**src/rtl/add_sub_pkg.sv**
```systemverilog
// Shared types for the chunk-serial adder/subtractor: FSM state encoding and op codes.
package add_sub_pkg;

    typedef enum logic [1:0] {
        IDLE = 2'd0,
        BUSY = 2'd1,
        DONE = 2'd2
    } state_t;

    localparam logic OP_ADD = 1'b0;
    localparam logic OP_SUB = 1'b1;

endpackage

```
**src/rtl/add_sub_chunk.sv**
```systemverilog
// Combinational CHUNKW-bit ripple adder slice; also exposes the carry into its top bit
// so the parent can form signed overflow on the last chunk.
module add_sub_chunk #(
    parameter int CHUNKW = 2
) (
    input  logic [CHUNKW-1:0] a_i,
    input  logic [CHUNKW-1:0] b_i,
    input  logic              cin_i,
    output logic [CHUNKW-1:0] sum_o,
    output logic              cout_o,
    output logic              cmsb_o
);

    logic c;

    always_comb begin
        c      = cin_i;
        sum_o  = '0;
        cmsb_o = 1'b0;
        for (int i = 0; i < CHUNKW; i++) begin
            if (i == CHUNKW - 1) cmsb_o = c;
            sum_o[i] = a_i[i] ^ b_i[i] ^ c;
            c        = (a_i[i] & b_i[i]) | (c & (a_i[i] ^ b_i[i]));
        end
        cout_o = c;
    end

endmodule

```
**src/rtl/add_sub_seq.sv**
```systemverilog
// Chunk-serial add/sub with registered carry: NCHUNK cycles of compute, then a DONE state that
// holds result and flags until the consumer accepts. o_ready is high only while idle.
module add_sub_seq
    import add_sub_pkg::*;
#(
    parameter int DATAW  = 8,
    parameter int CHUNKW = 2
) (
    input  logic             i_clk,
    input  logic             i_rst,
    input  logic             i_valid,
    output logic             o_ready,
    input  logic [DATAW-1:0] i_dataa,
    input  logic [DATAW-1:0] i_datab,
    input  logic             i_op,
    input  logic             i_signed,
    input  logic             i_sat,
    output logic             o_valid,
    input  logic             i_ready,
    output logic [DATAW-1:0] o_result,
    output logic             o_carry,
    output logic             o_ovf,
    output logic             o_zero
);

    if (CHUNKW < 1) begin : g_bad_chunkw
        $error("add_sub_seq: CHUNKW must be at least 1");
    end else if (DATAW % CHUNKW != 0) begin : g_bad_dataw
        $error("add_sub_seq: DATAW must be a multiple of CHUNKW");
    end

    localparam int NCHUNK = DATAW / CHUNKW;
    localparam int CNTW   = (NCHUNK > 1) ? $clog2(NCHUNK) : 1;
    localparam logic [CNTW-1:0] LAST = CNTW'(NCHUNK - 1);

    state_t            state_q, state_d;
    logic [DATAW-1:0]  a_q, a_d, b_q, b_d, sum_q, sum_d;
    logic              op_q, op_d, sgn_q, sgn_d, sat_q, sat_d, carry_q, carry_d;
    logic [CNTW-1:0]   cnt_q, cnt_d;
    logic [DATAW-1:0]  res_q, res_d;
    logic              cout_q, cout_d, ovf_q, ovf_d, zero_q, zero_d;

    logic [CHUNKW-1:0] s_chunk;
    logic              c_out, c_msb;
    logic [DATAW-1:0]  sum_full, sat_val, final_res;
    logic              ovf_raw;

    add_sub_chunk #(.CHUNKW(CHUNKW)) u_chunk (
        .a_i    (a_q[cnt_q*CHUNKW +: CHUNKW]),
        .b_i    (b_q[cnt_q*CHUNKW +: CHUNKW]),
        .cin_i  (carry_q),
        .sum_o  (s_chunk),
        .cout_o (c_out),
        .cmsb_o (c_msb)
    );

    // Full-width sum as it will look once the current chunk lands; only consumed on the last chunk.
    always_comb begin
        sum_full = sum_q;
        sum_full[cnt_q*CHUNKW +: CHUNKW] = s_chunk;
    end

    assign ovf_raw = sgn_q ? (c_msb ^ c_out) : ((op_q == OP_SUB) ? ~c_out : c_out);

    assign sat_val = sgn_q ? (a_q[DATAW-1] ? {1'b1, {(DATAW-1){1'b0}}} : {1'b0, {(DATAW-1){1'b1}}})
                           : ((op_q == OP_SUB) ? '0 : '1);

    assign final_res = (sat_q && ovf_raw) ? sat_val : sum_full;

    always_comb begin
        state_d = state_q;
        a_d     = a_q;
        b_d     = b_q;
        sum_d   = sum_q;
        op_d    = op_q;
        sgn_d   = sgn_q;
        sat_d   = sat_q;
        carry_d = carry_q;
        cnt_d   = cnt_q;
        res_d   = res_q;
        cout_d  = cout_q;
        ovf_d   = ovf_q;
        zero_d  = zero_q;
        case (state_q)
            IDLE: begin
                if (i_valid) begin
                    a_d     = i_dataa;
                    b_d     = i_datab ^ {DATAW{i_op}};
                    op_d    = i_op;
                    sgn_d   = i_signed;
                    sat_d   = i_sat;
                    carry_d = i_op;
                    cnt_d   = '0;
                    state_d = BUSY;
                end
            end
            BUSY: begin
                sum_d   = sum_full;
                carry_d = c_out;
                cnt_d   = cnt_q + CNTW'(1);
                if (cnt_q == LAST) begin
                    cnt_d   = '0;
                    res_d   = final_res;
                    cout_d  = c_out;
                    ovf_d   = ovf_raw;
                    zero_d  = (final_res == '0);
                    state_d = DONE;
                end
            end
            DONE: begin
                if (i_ready) state_d = IDLE;
            end
            default: state_d = IDLE;
        endcase
    end

    always_ff @(posedge i_clk or posedge i_rst) begin
        if (i_rst) begin
            state_q <= IDLE;
            a_q     <= '0;
            b_q     <= '0;
            sum_q   <= '0;
            op_q    <= 1'b0;
            sgn_q   <= 1'b0;
            sat_q   <= 1'b0;
            carry_q <= 1'b0;
            cnt_q   <= '0;
            res_q   <= '0;
            cout_q  <= 1'b0;
            ovf_q   <= 1'b0;
            zero_q  <= 1'b0;
        end else begin
            state_q <= state_d;
            a_q     <= a_d;
            b_q     <= b_d;
            sum_q   <= sum_d;
            op_q    <= op_d;
            sgn_q   <= sgn_d;
            sat_q   <= sat_d;
            carry_q <= carry_d;
            cnt_q   <= cnt_d;
            res_q   <= res_d;
            cout_q  <= cout_d;
            ovf_q   <= ovf_d;
            zero_q  <= zero_d;
        end
    end

    assign o_ready  = (state_q == IDLE);
    assign o_valid  = (state_q == DONE);
    assign o_result = res_q;
    assign o_carry  = cout_q;
    assign o_ovf    = ovf_q;
    assign o_zero   = zero_q;

endmodule

```
**config.mk**
```make
export PLATFORM = sky130hd
export DESIGN_NAME = add_sub_seq
export DESIGN_NICKNAME = d
export VERILOG_FILES = /design/src/rtl/add_sub_pkg.sv /design/src/rtl/add_sub_chunk.sv /design/src/rtl/add_sub_seq.sv
export SDC_FILE = /design/constraint.sdc
export NUM_CORES = 1
export LEC_CHECK = 0
export ABC_AREA = 1
export CORE_ASPECT_RATIO = 0.5
export CORE_UTILIZATION = 30
export CTS_CLUSTER_SIZE = 28
export DETAILED_ROUTE_END_ITERATION = 7
export REMOVE_ABC_BUFFERS = 1
export SYNTH_ARGS = -nofsm -noshare
export SYNTH_HDL_FRONTEND = slang
export SYNTH_HIERARCHICAL = 1
export SYNTH_SLANG_ARGS = --single-unit
export TNS_END_PERCENT = 10
```
**constraint.sdc**
```tcl
create_clock -name i_clk -period 5.3 [get_ports i_clk]
set_input_delay 0.53 -clock i_clk [delete_from_list [all_inputs] [get_ports i_clk]]
set_output_delay 0.53 -clock i_clk [all_outputs]
set_load 0.05 [all_outputs]
```
* After elaboration in Yosys (flattened, before gate mapping)
Index checks and enable logic that the tools add are counted.
** Storage, ports and cells
- Register bits after elaboration :: 43
- Bits in latches :: 0
- Bits in writable memories :: 0
- ROM bits :: 0
- Input port bits :: 23
- Output and inout port bits :: 13
- Memories kept :: 0
** Operators by class
- Add/subtract/negate cells :: 2
- Multiply operators :: 0
- Divide/modulo/power cells :: 0
- Order comparisons :: 0
- Equal/unequal tests :: 6
- Shift-type cells :: 4
- Muxes and demuxes :: 16
- Bitwise logic cells :: 13
- Reductions and logical operators :: 8
** Operator list (number)
- negator 3 -> 34 bit :: 1
- variable shift 2 x 34 -> 8 bit, first input constant :: 1
- indexed part select 2 x 34 -> 8 bit :: 1
- 2-to-1 mux 8 bit :: 4
- indexed part select 8 x 4 -> 2 bit :: 2
- 2-to-1 mux 2 bit :: 5
- bitwise mux 8 bit :: 1
- logical NOT 8 bit :: 1
- XOR 8 bit :: 1
- case mux 2 bit (3 select lines) :: 1
- AND reduction 2 bit :: 3
- XOR 1 bit :: 5
- AND 1 bit :: 4
- == test 2 bit, second input constant :: 2
- != test 2 bit, second input constant :: 2
- case mux 2 bit (2 select lines) :: 1
- 2-to-1 mux 1 bit :: 3
- AND reduction 3 bit :: 1
- adder 2 x 1 -> 2 bit, second input constant :: 1
- == test 2 x 1 -> 1 bit, second input constant :: 1
- logical NOT 2 bit :: 1
- != test 2 x 1 -> 1 bit, second input constant :: 1
- OR 1 bit :: 2
- case mux 1 bit (2 select lines) :: 1
- 3 further kinds :: 3

* Logic depth before layout (Yosys ltp)
Gate-level depths: netlist (run 1).
- Depth in word-level cells :: 12
- Gate-level depth with buffers :: 16
- Depth with buffers taken out :: 15

* Hierarchy
Netlist (run 1), hierarchy kept.
** Modules (own cells, without submodules)
- add_sub_seq :: times used 1, cells an instance 278, area each 2252.2 sq um
- add_sub_chunk :: times used 1, cells an instance 2, area each 40.0 sq um

* Worst setup path before layout (run 1)
No wires, ideal clock.
- Path type :: reg-to-reg
- Start :: register cnt_q[0]
- End :: register zero_q (netlist: o_zero)
- Library setup time :: 0.118 ns
- Arrival time :: 2.477 ns
- Slack :: 2.705 ns
- Cell stages (with the launch flop) :: 13
- Clock period less this slack :: 2.595 ns
- Cells stage by stage :: dfrtp_1 > clkbuf_1 > o21ai_0 > o22ai_1 > fa_1 > fa_1 > nand3_1 > o21ai_0 > nand2_1 > nand2_1 > nor2_1 > nand3_1 > nand2_1
** On the way
- Elaborated cells between the ends (all ways) :: 25
- Classes of those cells :: 1 x add/sub; 1 x eq/ne; 4 x shift; 4 x mux; 12 x bitwise; 3 x reduce/logical
** RTL lines
- start: declaration :: RTL line add_sub_seq.sv:39 : logic [CNTW-1:0] cnt_q, cnt_d;
- start signal: assignment :: RTL line add_sub_seq.sv:141 : cnt_q <= cnt_d;
- indexed part select 8 x 4 -> 2 bit (on tied branches) :: RTL line add_sub_seq.sv:49, add_sub_seq.sv:50
- XOR 1 bit :: RTL line add_sub_chunk.sv:23 : c = (a_i[i] & b_i[i]) | (c & (a_i[i] ^ b_i[i]));
- AND 1 bit :: RTL line add_sub_chunk.sv:23
- OR 1 bit (*) :: RTL line add_sub_chunk.sv:23
- via c_msb :: RTL line add_sub_seq.sv:44 : logic c_out, c_msb;
- XOR 1 bit (*) :: RTL line add_sub_chunk.sv:22 : sum_o[i] = a_i[i] ^ b_i[i] ^ c;
- via s_chunk[1] :: RTL line add_sub_seq.sv:43 : logic [CHUNKW-1:0] s_chunk;
- indexed part select 2 x 34 -> 8 bit (*) :: RTL line add_sub_seq.sv:60 : sum_full[cnt_q*CHUNKW +: CHUNKW] = s_chunk;
- bitwise mux 8 bit (*) :: RTL line add_sub_seq.sv:60
- 2-to-1 mux 8 bit (*) :: RTL line add_sub_seq.sv:68 : assign final_res = (sat_q && ovf_raw) ? sat_val : sum_full;
- logical NOT 8 bit (*) :: RTL line add_sub_seq.sv:106 : zero_d = (final_res == '0);
- end signal: assignment :: RTL line add_sub_seq.sv:145 : zero_q <= zero_d;
- end: declaration :: RTL line add_sub_seq.sv:41 : logic cout_q, cout_d, ovf_q, ovf_d, zero_q, zero_d;
The timed path passes the listed nets; every way through them passes the cells marked *.
A chain may end at the register's enable or synchronous reset.

* Worst setup path after layout (run 1)
- Start :: register cnt_q[0]
- End :: register zero_q (netlist: o_zero)
** On the way
- Cells in the longest elaborated chain, start to end :: 12
- Elaborated cells between the ends (all ways) :: 25
- Classes of those cells :: 1 x add/sub; 1 x eq/ne; 4 x shift; 4 x mux; 12 x bitwise; 3 x reduce/logical
** RTL lines
- indexed part select 8 x 4 -> 2 bit (on tied branches) :: RTL line add_sub_seq.sv:49, add_sub_seq.sv:50
- XOR 1 bit :: RTL line add_sub_chunk.sv:23
- AND 1 bit :: RTL line add_sub_chunk.sv:23
- OR 1 bit (*) :: RTL line add_sub_chunk.sv:23
- via c_msb :: RTL line add_sub_seq.sv:44
- AND 1 bit (*) :: RTL line add_sub_chunk.sv:23
- OR 1 bit (*) :: RTL line add_sub_chunk.sv:23
- via c_out :: RTL line add_sub_seq.sv:44
- NOT 1 bit :: RTL line add_sub_seq.sv:63 : assign ovf_raw = sgn_q ? (c_msb ^ c_out) : ((op_q == OP_SUB) ? ~c_out : c_out);
- 2-to-1 mux 1 bit :: RTL line add_sub_seq.sv:63
- 2-to-1 mux 1 bit (*) :: RTL line add_sub_seq.sv:63
- logical AND 1 bit (*) :: RTL line add_sub_seq.sv:68
- 2-to-1 mux 8 bit (*) :: RTL line add_sub_seq.sv:68
- logical NOT 8 bit (*) :: RTL line add_sub_seq.sv:106
Marked as above.

==> results of run 1 <==
routing by layer:
metal / routed length, um / vias up
met3: 239 / 11
met1: 2440 / 908
met2: 2280 / 45
met4: 82 / 0
met5: 0 / -
li1: - / 966
cell families after synthesis:
kind of cell    count (synthesis)  synth area share [%]
compound gates                 47                  11.6
fa+ha+maj                       8                  5.02
flops                          43                  46.9
simple gates                  144                  27.3
xor+xnor                        8                  3.06
buf+inv                        30                  6.06
layout make-up:
| type | instances | area share [%] |
|---|---|---|
| timing repair buffer | 36 | 12.4 |
| clock inverter | 2 | 1.21 |
| multi-input combinational | 207 | 37.3 |
| sequential | 43 | 37.2 |
| inverter | 22 | 2.94 |
| clock buffer | 6 | 4.81 |
| tap | 96 | 4.16 |
synth_stat cells (2+ instances only):
cell type  count  area share (%)
o22ai_1        4             1.1
inv_2          4            0.65
a21oi_1        2            0.44
nand3_4        2             1.5
buf_6          2            0.98
nand2_2        3            0.82
buf_2          4            0.87
nand2_1      100              16
o21ai_0       24             5.2
ha_1           6             3.3
fa_1           2             1.7
o21a_1         6             2.0
a31oi_1        3            0.82
inv_1         17             2.8
o21ai_1        5             1.1
dfrtp_1       43              47
nand4_1        2            0.55
nand3_1       12             2.6
nor2_1        21             3.4
xnor2_1        8             3.1
power groups by stage:
stage	Clock, mW	Combinational [mW]	Sequential, mW
after detailed placement	0	1.11	0.605
after global placement	0	1.08	0.599
final	0.354	1.12	0.601
after global routing	0.379	1.25	0.623
after CTS	0.363	1.12	0.602
after floorplan	0	0.703	0.700
how the worst max path moves through the flow:
stage / slack, ns / start / endpoint / cells after the start
3_5_place_dp: 2.24 / cnt_q[0] / o_zero / 15
2_1_floorplan: 2.64 / cnt_q[0] / o_zero / 12
5_1_grt: 1.99 / cnt_q[0] / o_zero / 12
6_report: 2.22 / cnt_q[0] / o_zero / 15
4_1_cts: 2.22 / cnt_q[0] / o_zero / 15
3_3_place_gp: 2.44 / cnt_q[0] / o_zero / 12
registers in the layout (all words and copies together), names as in the netlist:
| signal | count |
|---|---|
| sgn_q | 1 |
| o_ovf | 1 |
| sum_q | 8 |
| o_zero | 1 |
| carry_q | 1 |
| state_q | 2 |
| b_q | 8 |
| cnt_q | 2 |
| a_q | 8 |
| o_carry | 1 |
| sat_q | 1 |
| op_q | 1 |
| o_result | 8 |
metrics by stage:
stage	instance area [sq um]	util (%)	cells	hold slack [ns]	power, mW
floorplan	2240	-	272	0.444	1.40
global placement	2720	37.0	404	0.470	1.68
detailed placement	2720	37.0	404	0.470	1.72
CTS	2890	39.3	412	0.487	2.08
global route	2890	39.3	412	0.513	2.26
finish	2890	39.3	412	0.486	2.07
worst max-delay path, cell delays in order (launching register included):
cell     delay [ns]
dfrtp_1        0.66
inv_2          0.21
o21ai_0        0.24
o22ai_1        0.13
fa_1           0.49
fa_1           0.46
inv_2          0.13
nand2_1        0.06
nand2_1        0.06
nand2_1        0.08
nand3_4        0.13
o21ai_0        0.10
nand2_1        0.08
inv_1          0.04
nand3_1        0.06
nand2_1        0.04
==> impl_metrics.ini, run 1 <==
[global_routing]
grt_util_met2_pct = 21.9
met3_usage_pct = 3.43
gr-usage-met1_pct = 18.5
grt_use_total_pct = 14.0
first_global_vias = 1920
grt_overflow = 0
grt_max_degree = 44
grt_pass1_wl_um = 8980
top_usage_layer = met2
antenna_found_initial = 0

[drt]
drc = 2
first_iter_violations = 88
routed_wl_um = 5040
dr.pass1.iters = 6
antenna_left = 0
wl_per_cell_um = 12.2
vias_per_cell = 4.68
dr_total_vias = 1930

[hold_path]
min_path_cells = 2
whs_endpoint = o_result[3]
hp-class = flip-flop to flip-flop
hold_path.startpoint = o_result[3]

[power_and_ir_drop]
vdd_drop_max_uv = 223
p_clk_share_pct = 17.1
power_frac_comb_pct = 53.9
power.internal_mw = 1.09
power.switching_mw = 0.981
swShare_pct = 47.3
power_density_nw_per_um2 = 717
power_frac_seq_pct = 29.0
leakage_nw = 1.34

[timing]
fin_ws_ns = 2.22
grt_setup_unrepaired = false
skew_ns = 0.00316
final_max_slew_viol_count = 0
hold_viol_final = 0
setup_viol = 0
tightest_slew_ns = 0.527
setup_tns_ns = 0
clock.fmax_mhz = 324
slew_headroom_pct = 64.9
min_period_ns = 3.08
fin_crit_sh_pct = 58.2

[cts]
cts_resized = 0
ctsRootBufferMaster = clkbuf_16
cts.htree.levels = 2
numCtsBuffers = 5
post_cts_buffers = 0
clock_latency_ns = 0.28
path_clk_slew_ns = 0.06
ctsHoldBuffers = 0
cts_tree = built
cts.sink_count = 43
max-clock-path-buffers = 2

[logic_synthesis]
seq_area_frac_synth_pct = 46.9
avgSynthCellArea_sq_um = 8.19
synthFlopType = dfrtp_1
synth_seq_cells = 43
netlist_instances = 280
synth_warnings = 6
synth_cell_types = 30
async_flop_share_pct = 100
syn_area_sq_um = 2290
synth-edff-count = 0

[critical_path]
reg2reg_slack_ns = 2.22
worstPathRequired_ns = 5.48
r2r_end = o_zero
critPathMaxFanout = 17
rr_worst_depth = 15
setup.worst_path.start_class = flip-flop
end_kind = flip-flop
worstPathArrival_ns = 3.26
crit_type = flip-flop to flip-flop
reg2reg_from = cnt_q[0]

[job]
max-cap-violations = 0

[placement]
dp_slack_ns = 2.24
place.gp.congestion = 0.865
hpwl_um = 3720
io_buffers = 35

[final_layout]
drive_above_1_share_pct = 6.96
fillCellCount = 715
multi_input_area_sq_um = 1080
nNetsFinal = 346
mostFrequentLayoutCell = nand2_1
regArea_sq_um = 1080
antenna_cells = 0
area_growth_pct = 26.1
mostFrequentLayoutCells = nand2_1, dfrtp_1, clkdlybuf4s50_1

[floorplanning]
start_util_pct = 31.2
ios = 36
rows = 22
dieArea_sq_um = 8020
core_area_sq_um = 7350
die_height_um = 63.8
dieWidth_um = 126

[run_status]
status = complete, but fails checks
violations = design-rule violations
No activity file was read; power rests on OpenSTA's default activity.
==> run 2: changes to the inputs <==
clock period = 2.7 ns   (was 5.3 ns; I/O delays follow)
==> run 2 against run 1 <==
The flow still finishes with violations (design-rule violations). Setup slack lost 2.1 ns. Clock-buffer cell count is the same. Fmax grew 18%. Cell area grew 1.0%. Critical path type unchanged. Critical endpoint unchanged. Largest cell class unchanged. Largest power group unchanged.
==> impl_metrics.ini, run 2 (synthesis gave the netlist of run 1 again) <==
[run_status]
status = complete, but fails checks
violations = design-rule violations

[job]
max-cap-violations = 0

[cts]
max-clock-path-buffers = 2
cts_tree = built
clock_latency_ns = 0.28
path_clk_slew_ns = 0.06
numCtsBuffers = 5
cts.sink_count = 43
ctsRootBufferMaster = clkbuf_16
cts.htree.levels = 2

[critical_path]
cpMostUsedCell = nor2_1
path_cells = buf_4 -> o21ai_0 -> o22ai_1 -> fa_2 -> fa_2 -> nand3_1 -> nor2_1 -> nor2_1 -> a21oi_1 -> nor2_1 -> nand3_1 -> nand2_1
end_kind = flip-flop
worstPathRequired_ns = 2.87
crit_type = flip-flop to flip-flop
r2r_end = o_zero
reg2reg_from = cnt_q[0]
rr_worst_depth = 12
max_stage_delay_ns = 0.57
crit_buf_inv = 1
setup.worst_path.start_class = flip-flop
reg2reg_slack_ns = 0.09
critPathMaxFanout = 5
cp_top_family = adder cells
slowest_stage = fa_2
worstPathArrival_ns = 2.78

[global_routing]
grt_use_total_pct = 14.3
grt_pass1_wl_um = 9130
grt_max_degree = 44
grt_overflow = 0
first_global_vias = 1902
antenna_found_initial = 0

[timing]
hold_viol_final = 0
skew_ns = 0.00676
min_period_ns = 2.61
clock.fmax_mhz = 384
timing.hold.ws_ns = 0.426
final_max_slew_viol_count = 0
setup_viol = 0
tightest_slew_ns = 0.538
fin_crit_sh_pct = 96.5
setup_tns_ns = 0
slew_headroom_pct = 64.1

[floorplanning]
ios = 36
dieWidth_um = 126
die_height_um = 63.8
dieArea_sq_um = 8020
core_area_sq_um = 7350
rows = 22
start_util_pct = 31.2

[placement]
io_buffers = 35
place.gp.congestion = 0.907
placedCellCount = 409
hpwl_um = 3860

[final_layout]
fillCellCount = 712
nNetsFinal = 352
drive_above_1_share_pct = 9.97
mostFrequentLayoutCells = nand2_1, dfrtp_1, clkdlybuf4s50_1
fin_util_pct = 39.7
mostFrequentLayoutCell = nand2_1
antenna_cells = 0
stdcell_count = 417
area_growth_pct = 27.3

[drt]
routed_wl_um = 5240
vias_per_cell = 4.68
wl_per_cell_um = 12.6
first_iter_violations = 73
drc = 2
dr.pass1.iters = 6
antenna_left = 0
dr_total_vias = 1951

[power_and_ir_drop]
vdd_drop_max_uv = 494
power_density_nw_per_um2 = 1400
leakage_nw = 1.36
finalPower_mw = 4.10

[hold_path]
hp-class = primary input to asynchronous set/reset pin
## run 2: cell types whose count changed in the layout (fill, tap and decap cells not counted), sizes merged
cell    change
buf         +6
bufinv      -1
## run 2: tightest hold or removal path: stages
cell,delay [ns]
clkdlybuf4s50_1,0.39
inv_1,0.05
buf_4,0.44
## run 2: stage by stage
step	instance area, sq um	worst slack, ns
finish	2920	0.0940
detailed placement	2750	0.0130
floorplan	2240	0.0362
CTS	2900	0.00248
global placement	2750	0.130
global route	2920	-0.0457
## run 2: final cells by class
class	instances	area (sq um)	share of cell area, %
Timing Repair Buffer	42	403	13.8
Clock inverter	1	5.00	0.171
Inverter	22	85.1	2.91
Tap cell	96	120	4.11
Multi-Input combinational cell	207	1090	37.3
Sequential cell	43	1080	36.9
Clock buffer	6	139	4.76
## run 2: layer usage
layer | up-vias | GRT usage [%] | wire (um)
met2 | 42 | 23.4 | 2350
met5 | - | 0 | 0
met3 | 11 | 3.18 | 219
met4 | 0 | 4.12 | 64
li1 | 981 | - | -
met1 | 917 | 19.1 | 2600
## run 2: report_power, final
part | total, mW | switching, mW | leakage (nW) | internal (mW)
clock | 0.597 | 0.236 | 0.0727 | 0.361
sequential | 1.14 | 0.207 | 0.534 | 0.938
combinational | 2.36 | 1.53 | 0.751 | 0.833
total | 4.10 | 1.97 | 1.36 | 2.13
## run 2: how the worst max path moves through the flow
stage                     startpoint      to  slack [ns]  cells past startpoint
after CTS                   cnt_q[0]  o_zero       0.002                     12
after global routing        cnt_q[0]  o_zero       -0.05                     12
after floorplan             cnt_q[0]  o_zero        0.04                     12
final                       cnt_q[0]  o_zero        0.09                     12
after detailed placement    cnt_q[0]  o_zero        0.01                     15
after global placement      cnt_q[0]  o_zero        0.13                     12
## run 2: timing repair
action | CTS | global route
setup endpoints to repair | 1 | 9
buffers inserted | 0 | 1
resized for setup | 2 | 4
pin swaps | 0 | 1
gates cloned | 0 | 0
hold buffers | 0 | 0
==> run 3: changes to the inputs <==
MAX_ROUTING_LAYER = met4   (was default)
clock period = 2.8 ns   (was 2.7 ns; I/O delays follow)
==> run 3 against run 2 <==
The flow still finishes with violations (design-rule violations). Highest routed layer unchanged. Cell area fell by 0.64%. Via count is 2.3% lower. Sequential share of layout area increased by 0.24 points. Global-route usage rose by 0.075 points. Clock skew fell by 0.0036 ns.
==> impl_metrics.ini, run 3 (synthesis gave the netlist of run 1 again) <==
[floorplanning]
dieArea_sq_um = 8020
core_area_sq_um = 7350
ios = 36
dieWidth_um = 126
rows = 22
die_height_um = 63.8
start_util_pct = 31.2

[drt]
routed_wl_um = 5140
vias_per_cell = 4.59
wl_per_cell_um = 12.4
dr_total_vias = 1906
dr.pass1.iters = 8
first_iter_violations = 96
drc = 2
antenna_left = 0

[global_routing]
top_usage_layer = met2
grt_overflow = 0
grt_max_degree = 44
antenna_found_initial = 0
met3_usage_pct = 2.93
first_global_vias = 1880
grt_pass1_wl_um = 8850
grt_util_met2_pct = 22.7
gr-usage-met1_pct = 18.5
grt_use_total_pct = 14.4

[hold_path]
hp-class = primary input to asynchronous set/reset pin

[final_layout]
nNetsFinal = 350
antenna_cells = 0
finalInstanceArea_sq_um = 2900
drive_above_1_share_pct = 9.40
mostFrequentLayoutCells = nand2_1, dfrtp_1, clkdlybuf4s50_1
area_growth_pct = 26.5
mostFrequentLayoutCell = nand2_1

[cts]
cts.sink_count = 43
max-clock-path-buffers = 2
ctsHoldBuffers = 0
ctsRootBufferMaster = clkbuf_16
cts.htree.levels = 2
clock_latency_ns = 0.28
numCtsBuffers = 5
cts_tree = built
post_cts_buffers = 0
path_clk_slew_ns = 0.06

[run_status]
violations = design-rule violations
status = complete, but fails checks

[placement]
place.gp.congestion = 0.934
dpl_cell_area_sq_um = 2750
hpwl_um = 3880
io_buffers = 35

[timing]
setup_tns_ns = 0
min_period_ns = 2.62
grt_setup_unrepaired = false
skew_ns = 0.00315
hold_viol_final = 0
slew_headroom_pct = 63.8
tightest_slew_ns = 0.543
clock.fmax_mhz = 382
timing.hold.ws_ns = 0.443
final_max_slew_viol_count = 0
setup_viol = 0
fin_crit_sh_pct = 93.5

[critical_path]
crit_buf_inv = 1
cp_top_family = adder cells
worstPathRequired_ns = 2.98
setup.worst_path.start_class = flip-flop
cp-startpoint = cnt_q[0]
worstPathArrival_ns = 2.79
max_stage_delay_ns = 0.57
end_kind = flip-flop
reg2reg_from = cnt_q[0]
slowest_stage = fa_2
crit_type = flip-flop to flip-flop
path_cells = buf_4 -> nor2_1 -> o22ai_1 -> fa_2 -> fa_2 -> nand3_1 -> o21ai_1 -> nand2_1 -> nand2_1 -> nor2_1 -> nand3_1 -> nand2_1
cpMostUsedCell = nand2_1
critPathMaxFanout = 8

[power_and_ir_drop]
power_density_nw_per_um2 = 1350
finalPower_mw = 3.91
leakage_nw = 1.35
vdd_drop_max_uv = 364

[job]
max-cap-violations = 0
-- run 3: metrics by stage --
| stage | instances | worst slack [ns] | utilization (%) |
|---|---|---|---|
| detailed placement | 408 | -0.0213 | 37.4 |
| floorplan | 272 | 0.136 | - |
| CTS | 415 | 0.0540 | 39.3 |
| global route | 415 | 0.0517 | 39.5 |
| global placement | 408 | 0.222 | 37.4 |
| finish | 415 | 0.182 | 39.5 |
-- run 3: power breakdown --
group / total, mW / leakage [nW] / switching, mW / internal [mW]
sequential: 1.11 / 0.534 / 0.207 / 0.905
combinational: 2.23 / 0.739 / 1.44 / 0.784
clock: 0.572 / 0.0727 / 0.224 / 0.348
-- run 3: per-layer routing --
layer	up-vias	share of wire, %
met5	-	0
met3	6	3.8
met1	889	49
met4	0	1.4
met2	36	45
li1	975	-
-- run 3: timing repair --
action | CTS | global route
setup endpoints to repair | 1 | 9
pin swaps | 0 | 0
hold endpoints to repair | 0 | 0
gates resized for setup | 1 | 6
-- run 3: area by class of cell --
cell class                 instances  area [sq um]
inverter                          22          85.1
clock buffer                       6           139
fill                             768          4450
sequential                        43          1080
clock inverter                     1          5.00
multi-input combinational        207          1090
timing repair buffer              40           388
tap                               96           120
-- run 3: worst register-to-register path: stages, from the launching register on --
cell     delay [ns]
dfrtp_2        0.46
buf_4          0.17
nor2_1         0.13
o22ai_1        0.13
fa_2           0.44
fa_2           0.57
nand3_1        0.10
o21ai_1        0.21
nand2_1        0.08
nand2_1        0.07
nor2_1         0.05
nand3_1        0.06
nand2_1        0.05
-- run 3: worst paths after layout --
path | to | slack [ns] | depth (start not counted)
min | o_ovf | 0.44 | 3
max in group asynchronous | cnt_q[0] | 1.96 | 3
min in group i_clk | o_ovf | 0.48 | 2
max | o_zero | 0.18 | 12
min reg2reg | o_ovf | 0.48 | 2
max reg2reg | o_zero | 0.18 | 12
